--- config.mk ---
export PLATFORM = sky130hd
export DESIGN_NAME = if_prefetch_buf
export DESIGN_NICKNAME = d
export VERILOG_FILES = /design/src/rtl/if_prefetch_buf.sv
export SDC_FILE = /design/constraint.sdc
export NUM_CORES = 1
export LEC_CHECK = 0
export CELL_PAD_IN_SITES_DETAIL_PLACEMENT = 1
export CELL_PAD_IN_SITES_GLOBAL_PLACEMENT = 2
export CORE_ASPECT_RATIO = 0.9
export CORE_MARGIN = 2
export CORE_UTILIZATION = 43
export DETAILED_ROUTE_END_ITERATION = 10
export PLACE_DENSITY = 0.85
export SETUP_SLACK_MARGIN = 0.02
export SYNTH_ARGS = -nofsm -noshare
export SYNTH_HDL_FRONTEND = slang
export SYNTH_SLANG_ARGS = --single-unit
--- constraint.sdc ---
create_clock -name clk -period 4.2 [get_ports clk]
set_input_delay 1.26 -clock clk [delete_from_list [all_inputs] [get_ports clk]]
set_output_delay 1.26 -clock clk [all_outputs]
set_load 0.005 [all_outputs]
--- src/rtl/if_prefetch_buf.sv ---
// Sequential instruction prefetch queue between instruction ROM and the core's fetch stage.
// Optional macro PREFETCH_BYPASS_EN forwards a ROM word straight to the core when the queue is empty.
module if_prefetch_buf #(
    parameter int          DEPTH      = 4,
    parameter logic [31:0] RESET_ADDR = 32'h0000_0000
) (
    input  logic                       clk,
    input  logic                       rest,
    input  logic                       flush_i,
    input  logic [31:0]                flush_addr_i,
    output logic                       rom_req_o,
    output logic [31:0]                rom_addr_o,
    input  logic                       rom_ack_i,
    input  logic [31:0]                rom_data_i,
    output logic                       ins_valid_o,
    output logic [31:0]                ins_o,
    output logic [31:0]                ins_addr_o,
    input  logic                       ins_ready_i,
    output logic [$clog2(DEPTH+1)-1:0] count_o
);
    localparam int PW = $clog2(DEPTH);
    localparam int CW = $clog2(DEPTH + 1);

    typedef enum logic [1:0] {S_IDLE, S_FETCH, S_FULL} state_t;

    state_t        state;
    logic [31:0]   fetch_pc;
    logic [PW-1:0] rd_ptr;
    logic [PW-1:0] wr_ptr;
    logic [CW-1:0] count;
    logic [31:0]   mem_data [DEPTH];
    logic [31:0]   mem_addr [DEPTH];

    logic push;
    logic q_push;
    logic q_pop;
    logic bypass_take;
    logic not_empty;

    assign push      = rom_req_o & rom_ack_i & ~flush_i;
    assign not_empty = (count != '0);
    assign q_pop     = not_empty & ins_ready_i;
    assign q_push    = push & ~bypass_take;

`ifdef PREFETCH_BYPASS_EN
    logic bypass_hit;
    // An empty queue lets the word being acked pass straight through to the core.
    assign bypass_hit  = push & ~not_empty;
    assign bypass_take = bypass_hit & ins_ready_i;
    assign ins_valid_o = not_empty | bypass_hit;
    assign ins_o       = not_empty ? mem_data[rd_ptr] : (bypass_hit ? rom_data_i : 32'h0);
    assign ins_addr_o  = not_empty ? mem_addr[rd_ptr] : (bypass_hit ? fetch_pc   : 32'h0);
`else
    assign bypass_take = 1'b0;
    assign ins_valid_o = not_empty;
    assign ins_o       = not_empty ? mem_data[rd_ptr] : 32'h0;
    assign ins_addr_o  = not_empty ? mem_addr[rd_ptr] : 32'h0;
`endif

    assign rom_addr_o = fetch_pc;
    assign count_o    = count;

    always_ff @(posedge clk or posedge rest) begin
        if (rest) begin
            state     <= S_IDLE;
            rom_req_o <= 1'b0;
            fetch_pc  <= RESET_ADDR;
            rd_ptr    <= '0;
            wr_ptr    <= '0;
            count     <= '0;
        end else if (flush_i) begin
            // A pop in this cycle is irrelevant: the core already took the word.
            state     <= S_FETCH;
            rom_req_o <= 1'b1;
            fetch_pc  <= flush_addr_i;
            rd_ptr    <= '0;
            wr_ptr    <= '0;
            count     <= '0;
        end else begin
            if (push)   fetch_pc <= fetch_pc + 32'd4;
            if (q_push) wr_ptr   <= wr_ptr + PW'(1);
            if (q_pop)  rd_ptr   <= rd_ptr + PW'(1);
            count <= count + CW'(q_push) - CW'(q_pop);
            case (state)
                S_IDLE: begin
                    state     <= S_FETCH;
                    rom_req_o <= 1'b1;
                end
                S_FETCH: begin
                    if (q_push && !q_pop && count == CW'(DEPTH - 1)) begin
                        state     <= S_FULL;
                        rom_req_o <= 1'b0;
                    end
                end
                S_FULL: begin
                    if (q_pop) begin
                        state     <= S_FETCH;
                        rom_req_o <= 1'b1;
                    end
                end
                default: begin
                    state     <= S_IDLE;
                    rom_req_o <= 1'b0;
                end
            endcase
        end
    end

    // NOTE: storage has no reset; stale entries are never visible because outputs are gated by count.
    always_ff @(posedge clk) begin
        if (q_push) begin
            mem_data[wr_ptr] <= rom_data_i;
            mem_addr[wr_ptr] <= fetch_pc;
        end
    end
endmodule

==> flow_metrics.py <==
metrics = {
    "routing": {
        "drt_iter0_drc": 462,
        "wl_um": 28100,
        "wire_per_inst_um": 22.7,
        "firstDrtPassIters": 4,
        "drc": 0,
        "via_per_inst": 5.50,
        "drtAntennaViolNets": 0,
        "vias": 6815,
    },
    "setup_path": {
        "timing.rr.end": "rom_addr_o[22]",
        "r2r_slack_ns": 1.61,
        "worstPathRequired_ns": 2.94,
        "crit_arrival_ns": 2.65,
        "worst-path-max-fanout": 31,
        "crit_slowest_cell": "dfrtp_4",
        "worstPathCellList": "buf_12 -> mux4_2 -> and2_1 -> clkdlybuf4s50_1",
        "r2r_start": "rom_addr_o[2]",
        "reg2regPathDepth": 5,
        "end_kind": "primary output",
        "crit_type": "reg2out",
        "critPathLaunchType": "flip-flop",
        "cpPeakStageDelay_ns": 0.57,
    },
    "power_and_ir_drop": {
        "internal_power_mw": 6.04,
        "p_leak_nw": 4.97,
        "ir_worst_vdd_mv": 0.311,
        "seqPwrFrac_pct": 43.5,
        "pwr-share-comb_pct": 26.7,
        "switching_power_mw": 2.11,
        "p_per_area_nw_per_um2": 538,
        "swShare_pct": 25.9,
        "clkPwrFrac_pct": 29.9,
    },
    "floorplan": {
        "die_h_um": 163,
        "rows": 58,
        "die_x_um": 180,
        "start_util_pct": 43.3,
        "dieArea_um2": 29300,
        "core_area_um2": 27700,
        "num_io_pins": 170,
    },
    "timing": {
        "tightest_slew_ns": 0.979,
        "slew_headroom_pct": 34.3,
        "fin_crit_sh_pct": 93.1,
        "finalClockSkew_ns": 0.0189,
        "maxSlewViolCount": 0,
        "max_freq_ghz": 0.256,
        "finalWorstSetupSlack_ns": 0.291,
        "finalHoldViolations": 0,
        "setup_viol": 0,
        "rsz0062_at_grt": "no",
        "period_needed_ns": 3.91,
        "tns_ns": 0,
    },
    "clocking": {
        "cts-root-buf": "clkbuf_16",
        "cts.path.max_buffers": 3,
        "clk_latency_ns": 0.56,
        "clock_sinks": 297,
        "cts.clk_slew.worst_paths_ns": 0.06,
        "cts_tree": "built",
        "cts_buffers": 30,
        "postCtsSetupBuffers": 0,
        "htreeDepth": 1,
    },
    "logic_synthesis": {
        "syn_avg_cell_area_um2": 17.8,
        "netlist_area_um2": 12000,
        "synth_edf_count": 256,
        "async_flop_share_pct": 13.8,
        "synth-main-ff-cell": "edfxtp_1",
        "synth_top_cell_by_area": "edfxtp_1",
        "yosysWarnings": 0,
        "ys_ff_latch": 297,
        "yosys-top-cells-area": "edfxtp_1, mux4_2, dfrtp_1, and2_1, nand2_1",
        "synth.distinct_cells": 46,
        "synth_top_area_share_pct": 64.0,
        "synth_nets": 754,
        "synth_cells": 676,
        "seq_area_frac_synth_pct": 72.5,
    },
    "placed_design": {
        "gp_congestion": 0.830,
        "port_buffers": 169,
        "dp_hpwl_um": 18300,
        "pre_cts_ws_ns": 0.533,
    },
    "cells_and_area": {
        "multi_input_area_um2": 3140,
        "layout_common_cells": "edfxtp_1, clkdlybuf4s50_1, and2_1",
        "n_antenna_cell": 0,
        "nets": 935,
        "syn2layout_area_growth_pct": 26.1,
        "fillers": 2582,
        "drive_above_1_share_pct": 15.5,
        "final_common_cell": "edfxtp_1",
        "register_area_um2": 8720,
    },
    "global_routing": {
        "grt_first_pass_wirelength_um": 43500,
        "antenna_found_initial": 0,
        "gr-usage-all-layers_pct": 19.3,
        "grt_pass1_vias": 7263,
        "grt_max_degree": 67,
        "grt_overflow_total": 0,
    },
    "status": {
        "outcome": "completed",
    },
    "min_path": {
        "holdPathEnd": "mem_addr[2][0]",
        "hold_depth": 0,
        "hold_path_startpoint": "rom_addr_o[0]",
        "hold_class": "reg2reg",
    },
    "run": {
        "drv_cap": 0,
    },
}
per-stage QoR:
stage | area, um^2 | hold slack (ns) | power, mW | util (%) | cells
floorplan | 12000 | 0.512 | 4.60 | - | 676
global placement | 14200 | 0.521 | 5.75 | 51.4 | 1185
detailed placement | 14200 | 0.545 | 5.82 | 51.4 | 1185
CTS | 15100 | 0.544 | 8.26 | 54.6 | 1239
global route | 15200 | 0.572 | 8.52 | 54.7 | 1239
finish | 15200 | 0.542 | 8.15 | 54.7 | 1239
critical path, delay by kind of cell (launching register included):
kind,cells,cell delay (ns)
buffers and inverters,2,0.77
flip-flops,1,0.57
multiplexers,1,0.54
AND/OR/NAND/NOR,1,0.20
cell type report:
| class | count | area share (%) |
|---|---|---|
| Timing Repair Buffer | 186 | 12.6 |
| Clock buffer | 34 | 5.05 |
| Multi-Input combinational cell | 330 | 20.7 |
| Inverter | 12 | 0.297 |
| Tap cell | 360 | 2.97 |
| Clock inverter | 20 | 0.875 |
| Sequential cell | 297 | 57.6 |
cells by family (layout without fill, tap and decap cells):
kind of cell,count (synthesis),after routing,share of synthesized area (%)
AOI/OAI and AO/OA,49,49,2.55
adders and majority gates,9,9,1.00
DFF,297,297,72.5
muxes,67,67,12.3
xor gates and xnor gates,15,15,1.09
and+or+nand+nor,190,190,8.98
buffers and inverters,49,252,1.60
flip-flops by register name (all words and copies together) (netlist names):
register and count:
mem_data 128, state 2, count_o 3, rd_ptr 2
mem_addr 128, wr_ptr 2, rom_addr_o 32
repair_timing:
action / 4_1_cts / 5_1_grt
hold buffers: 0 / 0
endpoints found under the setup margin: 0 / 15
resized for setup: 0 / 1
power groups by stage:
stage	sequential, mW	combinational, mW	clock (mW)
final	3.54	2.18	2.43
after global routing	3.57	2.36	2.59
after detailed placement	3.61	2.21	0
after CTS	3.55	2.22	2.49
after global placement	3.58	2.16	0
after floorplan	3.51	1.09	0
how the worst max path moves through the flow:
stage                           from              to  slack, ns  cells after the start
after floorplan              flush_i  mem_addr[0][0]       0.40                      4
after global placement     rom_ack_i  rom_addr_o[22]       0.59                      5
after detailed placement   rom_ack_i  rom_addr_o[21]       0.53                      5
after CTS                 count_o[1]  ins_addr_o[20]       0.06                      3
after global routing       rd_ptr[0]        ins_o[6]       0.16                      4
final                      rd_ptr[0]        ins_o[6]       0.29                      4
synthesized netlist by cell type (all sizes together), types with 7 or more instances:
master    n
or4      12
clkbuf   19
and2     66
xnor2     9
mux4     64
inv      12
nor2     19
nand4     7
a31oi     9
o21ai    19
ha        8
nand2    30
buf      18
dfrtp    41
edfxtp  256
nand3    23
o31ai     7
layer usage:
layer / GRT usage, % / routed length, um
met1: 27.1 / 12500
met2: 32.0 / 13500
met3: 3.49 / 1660
met4: 3.74 / 447
met5: 0 / 0
Note: power is estimated with default switching activity, not from simulation.
